**config.mk**
```make
export PLATFORM = sky130hd
export DESIGN_NAME = sine_pwm_gen
export DESIGN_NICKNAME = d
export VERILOG_FILES = /design/src/rtl/sine_pkg.sv /design/src/rtl/sine_rom.sv /design/src/rtl/sine_pwm_gen.sv
export SDC_FILE = /design/constraint.sdc
export NUM_CORES = 1
export LEC_CHECK = 0
export ABC_AREA = 1
export BUFFER_PORTS_ARGS = -buffer_cell sky130_fd_sc_hd__buf_2
export CAP_MARGIN = 10
export CORE_AREA = 2 2 72 74
export DETAILED_ROUTE_END_ITERATION = 16
export DIE_AREA = 0 0 74 76
export GPL_TIMING_DRIVEN = 1
export PLACE_DENSITY = 0.71
export SETUP_SLACK_MARGIN = 0.05
export SYNTH_ARGS = -nofsm -noshare
export SYNTH_HDL_FRONTEND = slang
export SYNTH_SLANG_ARGS = --single-unit
```
**constraint.sdc**
```tcl
create_clock -name clk_100 -period 8 [get_ports clk_100]
set_input_delay 0 -clock clk_100 [delete_from_list [all_inputs] [get_ports clk_100]]
set_output_delay 0 -clock clk_100 [all_outputs]
set_load 0.02 [all_outputs]
```
**src/rtl/sine_pkg.sv**
```systemverilog
// Shared constants for the sine PWM generator.
// Widths and the sine table offset/amplitude.
package sine_pkg;

  localparam int PWM_WIDTH_DEF  = 8;
  localparam int ADDR_WIDTH_DEF = 8;
  localparam int SINE_OFFSET    = 128;
  localparam int SINE_AMPL      = 127;

endpackage

```
**src/rtl/sine_rom.sv**
```systemverilog
// Sine sample ROM, combinational read.
// Built from a quarter-wave table, round(127*sin(2*pi*k/256)).
module sine_rom
  import sine_pkg::*;
#(
  parameter int ADDR_WIDTH = ADDR_WIDTH_DEF,
  parameter int PWM_WIDTH  = PWM_WIDTH_DEF
) (
  input  logic [ADDR_WIDTH-1:0] addr_i,
  output logic [PWM_WIDTH-1:0]  data_o
);

  // Quarter-wave magnitudes for k = 0..64 (256-entry full wave).
  localparam logic [6:0] QTAB [0:64] = '{
    7'd0,   7'd3,   7'd6,   7'd9,   7'd12,
    7'd16,  7'd19,  7'd22,  7'd25,  7'd28,
    7'd31,  7'd34,  7'd37,  7'd40,  7'd43,
    7'd46,  7'd49,  7'd51,  7'd54,  7'd57,
    7'd60,  7'd63,  7'd65,  7'd68,  7'd71,
    7'd73,  7'd76,  7'd78,  7'd81,  7'd83,
    7'd85,  7'd88,  7'd90,  7'd92,  7'd94,
    7'd96,  7'd98,  7'd100, 7'd102, 7'd104,
    7'd106, 7'd107, 7'd109, 7'd111, 7'd112,
    7'd113, 7'd115, 7'd116, 7'd117, 7'd118,
    7'd120, 7'd121, 7'd122, 7'd122, 7'd123,
    7'd124, 7'd125, 7'd125, 7'd126, 7'd126,
    7'd126, 7'd127, 7'd127, 7'd127, 7'd127
  };

  logic [7:0] k;
  logic [1:0] quad;
  logic [6:0] off;
  logic [6:0] qidx;
  logic [6:0] mag;
  logic [7:0] smp;

  assign k    = 8'(addr_i);
  assign quad = k[7:6];
  assign off  = {1'b0, k[5:0]};

  // Fold the address onto the quarter wave and apply the sign.
  always_comb begin
    qidx = off;
    if (quad[0]) begin
      qidx = 7'd64 - off;
    end
    mag = QTAB[qidx];
    smp = 8'(SINE_OFFSET) + {1'b0, mag};
    if (quad[1]) begin
      smp = 8'(SINE_OFFSET) - {1'b0, mag};
    end
  end

  assign data_o = PWM_WIDTH'(smp);

endmodule

```
**src/rtl/sine_pwm_gen.sv**
```systemverilog
// Sine generator as a single-bit PWM stream.
// Counter, sample address, duty latch and comparator.
module sine_pwm_gen
  import sine_pkg::*;
#(
  parameter int PWM_WIDTH  = PWM_WIDTH_DEF,
  parameter int ADDR_WIDTH = ADDR_WIDTH_DEF
) (
  input  logic clk_100,
  input  logic rst,
  output logic sine
);

  logic [PWM_WIDTH-1:0]  cnt_q, cnt_d;
  logic [PWM_WIDTH-1:0]  duty_q, duty_d;
  logic [PWM_WIDTH-1:0]  rom_data;
  logic [ADDR_WIDTH-1:0] addr_q, addr_d;
  logic [ADDR_WIDTH-1:0] rom_addr;
  logic                  sine_q, sine_d;
  logic                  period_end;

  assign period_end = (cnt_q == '1);
  assign rom_addr   = addr_q + 1'b1;

  sine_rom #(
    .ADDR_WIDTH(ADDR_WIDTH),
    .PWM_WIDTH (PWM_WIDTH)
  ) u_rom (
    .addr_i(rom_addr),
    .data_o(rom_data)
  );

  // Next state: free-running counter, duty reloads only at period end.
  always_comb begin
    cnt_d  = cnt_q + 1'b1;
    addr_d = addr_q;
    duty_d = duty_q;
    if (period_end) begin
      addr_d = rom_addr;
      duty_d = rom_data;
    end
    sine_d = (cnt_q < duty_q);
  end

  // State registers, async reset to phase 0.
  always_ff @(posedge clk_100 or posedge rst) begin
    if (rst) begin
      cnt_q  <= '0;
      addr_q <= '0;
      duty_q <= PWM_WIDTH'(SINE_OFFSET);
      sine_q <= 1'b0;
    end else begin
      cnt_q  <= cnt_d;
      addr_q <= addr_d;
      duty_q <= duty_d;
      sine_q <= sine_d;
    end
  end

  assign sine = sine_q;

endmodule

```
* Word-level counts from Yosys, hierarchy flattened
Memory sizes are Yosys's and may differ from the RTL's.
Index checks and enable logic that the tools add are counted.
** Cells by class
- Add/sub/neg operators :: 5
- Order comparisons :: 2
- Eq/ne operators :: 1
- Multiplexer cells :: 4
- Bitwise gates (word level) :: 1
** Operator list (count)
- 7-bit 2-to-1 mux :: 3
- 8-bit by 1-bit adder with 8-bit output, second input constant :: 2
- 8-bit by 7-bit adder with 8-bit output, first input constant :: 1
- 8-bit equality test, second input constant :: 1
- 8-bit greater-or-equal comparator, second input constant :: 1
- 8-bit less-than comparator :: 1
- 8-bit 2-to-1 mux :: 1
- 7-bit NOT with 8-bit output :: 1
- 8-bit by 7-bit subtractor with 8-bit output, first input constant :: 1
- 7-bit by 6-bit subtractor with 7-bit output, first input constant :: 1
** Word-level totals
- Bits in registers :: 25
- Bits in read-only memories :: 896
- Output and inout port bits :: 1
- Memories kept :: 1
** Memory list
- (no name shown) :: depth 128, width 7, read ports 1, clocked after Yosys merged registers in 0, wr ports 0, line sine_rom.sv:47 : mag = QTAB[qidx];

* Logic depth before layout (Yosys ltp)
- Word-level depth :: 9
- Mapped depth :: 26
- Mapped depth without buffers :: 26

* Modules after synthesis
From an unflattened synthesis, not the netlist that was laid out.
** Second synthesis, totals
- Cell total of the unflattened synthesis :: 372
- Area, all modules :: 2412.3 um2
** By module, submodules not included
- sine_pwm_gen :: instances 1, cells each 141, area an instance 1257.5 um2, seq. area each 626.9 um2
- sine_rom :: instances 1, cells each 231, area an instance 1154.9 um2, seq. area each 0.0 um2

* Worst setup path before layout
OpenSTA, ideal clock, no wires.
- Kind :: register to register
- Start :: register addr_q[0]
- End :: register duty_q[6]
- Setup time :: 118 ps
- Arrival :: 2660 ps
- Required time :: 7882 ps
- Path slack :: 5223 ps
- Stages on the path, launching flop included :: 24
- Cell sequence :: dfrtp_1 -> ha_1 -> nand2_2 -> nor2_4 -> nand3_2 -> nand3_1 -> nand2_1 -> ha_1 -> nor2_1 -> nand3b_1 -> nand2_1 -> nand2_1 -> nand2_1 -> nand2_1 -> a21oi_1 -> nor2_2 -> ha_1 -> inv_1 -> nor2_2 -> nand3_1 -> nand2_1 -> nand2_1 -> nand3_1 -> nand2_1
** On the way
- Longest elaborated chain between the ends :: 9
- Elaborated cells on any way between the ends :: 10
- Those cells by class :: add/sub (4); mux (4); bitwise (1); memory (1)
** RTL lines
- start: declaration :: line sine_pwm_gen.sv:17 : logic [ADDR_WIDTH-1:0] addr_q, addr_d;
- start signal: assignment :: line sine_pwm_gen.sv:54 : addr_q <= addr_d;
- 8-bit by 1-bit adder with 8-bit output (*) :: line sine_pwm_gen.sv:23 : assign rom_addr = addr_q + 1'b1;
- 7-bit by 6-bit subtractor with 7-bit output :: line sine_rom.sv:45 : qidx = 7'd64 - off;
- 7-bit 2-to-1 mux :: line sine_rom.sv:44 : if (quad[0]) begin
- 7-bit NOT with 8-bit output (not written as such) :: line sine_rom.sv:47
- memory 128 x 7 bit
- 7-bit 2-to-1 mux (not written as such) (2 in a row) :: line sine_rom.sv:47
- 8-bit by 7-bit adder with 8-bit output or 8-bit by 7-bit subtractor with 8-bit output (tied branches) :: line sine_rom.sv:48, sine_rom.sv:50
- 8-bit 2-to-1 mux (*) :: line sine_rom.sv:49 : if (quad[1]) begin
- end signal: assignment :: line sine_pwm_gen.sv:50 : duty_q <= PWM_WIDTH'(SINE_OFFSET);
- end signal: assignment :: line sine_pwm_gen.sv:55 : duty_q <= duty_d;
- end: declaration :: line sine_pwm_gen.sv:15 : logic [PWM_WIDTH-1:0] duty_q, duty_d;
Every way passes the cells marked *; elsewhere a longest branch is shown, timed or not. The select of a mux whose other input is x is not followed.
A chain may end at the register's enable or synchronous reset.

* Worst setup path after layout
Same ends and word-level chain as after synthesis.

==> flow_summary.toml <==
[finish]
layout-drive-gt1-share = 0.0975
nNetsFinal = 376
instances_no_fill = 429
antenna_cells = 0
layout-area-overhead-vs-synth_pct = 5.03
fin_area_mm2 = 0.00246

[routing]
drc = 0
via_per_inst = 5.17
drt_pre_antenna_iters = 4
antenna_left = 0
vias = 2217
wl_per_cell_um = 12.0
wl_um = 5140
drt-initial-drc-count = 153

[critical_path]
r2r_cells = 22
endpoint_kind = "register"
arrival_ns = 3.58
r2r-end = "duty_q[6]$_DFFE_PP0N_"
cpPeakStageDelay_ns = 0.57
rrSetupSlack_ns = 4.60
worstPathRequired_ns = 8.18
path_common_cell = "nand2_1"
critPathMaxFanout = 12
path_class = "register to register"
path_cells = "ha_1 > nand2_2 > nor2_4 > nand3_2 > nand3_1 > nand2_1 > ha_1 > o21ai_0 > nand3_1 > nand3_1 > o21ai_1 > nand2_1 > nand2_1 > nor2_2 > ha_1 > inv_1 > nor2_2 > nand3_1 > nand2_1 > nand2_1 > nand3_1 > nand2_1"
reg2reg_from = "addr_q[0]$_DFFE_PP0N_"
critical_path.slowest_cell = "dfrtp_1"
cp-start-kind = "register"

[clock_tree]
cts_tree = "built"
insertion_delay_ns = 0.28
cts-root-buf = "clkbuf_8"
cts_max_level = 1
cts_resized = 0
cts_buffer_depth = 2
numCtsBuffers = 3
clkSinkCount = 25
clkTransAtPathRegs_ns = 0.09

[synth]
postSynthAreaPerCell_um2 = 6.55
synth-async-reset-ratio = 1.00
ys_ff_latch = 25
synth-main-ff-cell = "dfrtp_1"
netlist_instances = 357
ys_warn_count = 0
synth.distinct_cells = 38
synth_area_mm2 = 0.00234
ys_seq_area_frac = 0.268
synth_nets = 373
synth_edf_count = 0

[sta]
max_slew.worst_pin.slew_ns = 0.941
skew_ns = 0.00691
hold_ws_ns = 0.466
setup_viol = 0
timing.fmax_mhz = 294
relSlewSlack = 0.372
rsz0062_at_grt = "false"
setup_tns_ns = 0
fin_crit_ns = 3.40
finalHoldViolCount = 0
fin_crit_sh = 0.425
maxSlewViolCount = 0

[global_route]
track_usage = 0.197
grt_pass1_vias = 2088
gr-total-overflow = 0
antenna_found_initial = 0
grt_pass1_wl_um = 9080
grt_max_degree = 26

[placement]
routabilityCongestion = 0.967
io_buffers = 2
dp_hpwl_um = 3970
place_area_mm2 = 0.00240
placed_cells = 424

[outcome]
status = "complete, no violations"

[floorplan]
dieArea_mm2 = 0.00562
die_height_um = 76
core_area_mm2 = 0.00491
die_x_um = 74
ios = 3
rows = 26
start_util = 0.476

[power]
power_density_mw_per_mm2 = 84.4
power_uw = 207
leakage_uw = 0.00128
ir_worst_vdd_uv = 70.2

[hold_path]
hold_path_class = "primary input to asynchronous set/reset pin"

[run]
drv_cap = 0
layout by cell type, fill, tap and decap left out, types with 3 or more instances in the layout:
cell,n
nand3_1,50
inv_1,47
nand2_1,115
nor3_1,3
ha_1,14
nand2_2,9
clkbuf_8,3
nor2_1,21
a21oi_1,6
nand3_2,4
nor2_2,5
o21ai_1,3
dfrtp_1,24
o21ai_0,15
xor2_1,11
how the worst max path moves through the flow:
stage | cells past startpoint | slack, ns | end | from
final | 22 | 4.60 | duty_q[6]$_DFFE_PP0N_ | addr_q[0]$_DFFE_PP0N_
after global routing | 22 | 4.20 | duty_q[6]$_DFFE_PP0N_ | addr_q[0]$_DFFE_PP0N_
after CTS | 23 | 4.63 | duty_q[6]$_DFFE_PP0N_ | addr_q[0]$_DFFE_PP0N_
after detailed placement | 23 | 4.66 | duty_q[6]$_DFFE_PP0N_ | addr_q[0]$_DFFE_PP0N_
after global placement | 22 | 4.73 | duty_q[6]$_DFFE_PP0N_ | addr_q[0]$_DFFE_PP0N_
after floorplan | 23 | 5.22 | duty_q[6]$_DFFE_PP0N_ | addr_q[0]$_DFFE_PP0N_
routing by layer:
metal  routed length (um)  GRT usage  vias up
li1                     -          -     1148
met1                 2350      0.259      995
met2                 2510      0.334       62
met3                  201     0.0331       12
met4                   75     0.0473        0
met5                    0          0        -
logic make-up after synthesis:
| group | after synthesis | share of synthesized area |
|---|---|---|
| adders and majority gates | 14 | 0.0749 |
| buffers and inverters | 56 | 0.100 |
| xor gates and xnor gates | 11 | 0.0412 |
| AOI/OAI and AO/OA | 35 | 0.0926 |
| DFF | 25 | 0.268 |
| and+or+nand+nor | 216 | 0.423 |
sequential cells by signal (all words and copies together) (netlist names):
register,count
duty_q,8
sine,1
cnt_q,8
addr_q,8
where the power goes:
| part | total (uW) | switching [uW] | internal (uW) |
|---|---|---|---|
| Clock | 78.1 | 42.7 | 35.4 |
| Sequential | 126 | 0 | 126 |
| Combinational | 2.96 | 2.45 | 0.510 |
area by class of cell:
class	instances	area, um^2
clock buffer	3	41.3
clock inverter	1	7.51
fill	496	2460
inverter	50	188
multi-input combinational	276	1480
sequential	25	627
tap	70	87.6
timing repair buffer	4	27.5
Yosys cell counts, types with 3 or more instances:
master | number | share of area
nand3_1 | 50 | 0.11
nand2_2 | 9 | 0.024
dfrtp_1 | 24 | 0.26
nand3_2 | 4 | 0.017
ha_1 | 14 | 0.075
nor2_2 | 5 | 0.013
nand2_1 | 115 | 0.18
o21ai_0 | 15 | 0.032
inv_1 | 47 | 0.075
nor3_1 | 3 | 0.0064
nor2_1 | 21 | 0.034
a21oi_1 | 6 | 0.013
xor2_1 | 11 | 0.041
o21ai_1 | 3 | 0.0064
what timing repair did:
item | CTS | global route
endpoints found under the hold margin | 24 | 0
buffers inserted | 0 | 0
hold buffers | 1 | 0
worst max-delay path: cells and delay by family, from the launching register on:
family | cells | cell delay, ns
and+or+nand+nor | 16 | 1.67
buffers and inverters | 1 | 0.05
adders and majority gates | 3 | 0.79
AOI/OAI and AO/OA | 2 | 0.23
DFF | 1 | 0.57
stage by stage:
step	setup WS [ns]	util
after floorplan	5.22	-
after global placement	4.73	0.488
after detailed placement	4.66	0.488
after CTS	4.63	0.500
after global routing	4.20	0.500
final	4.60	0.500
Power figures use the tool's default switching activity.
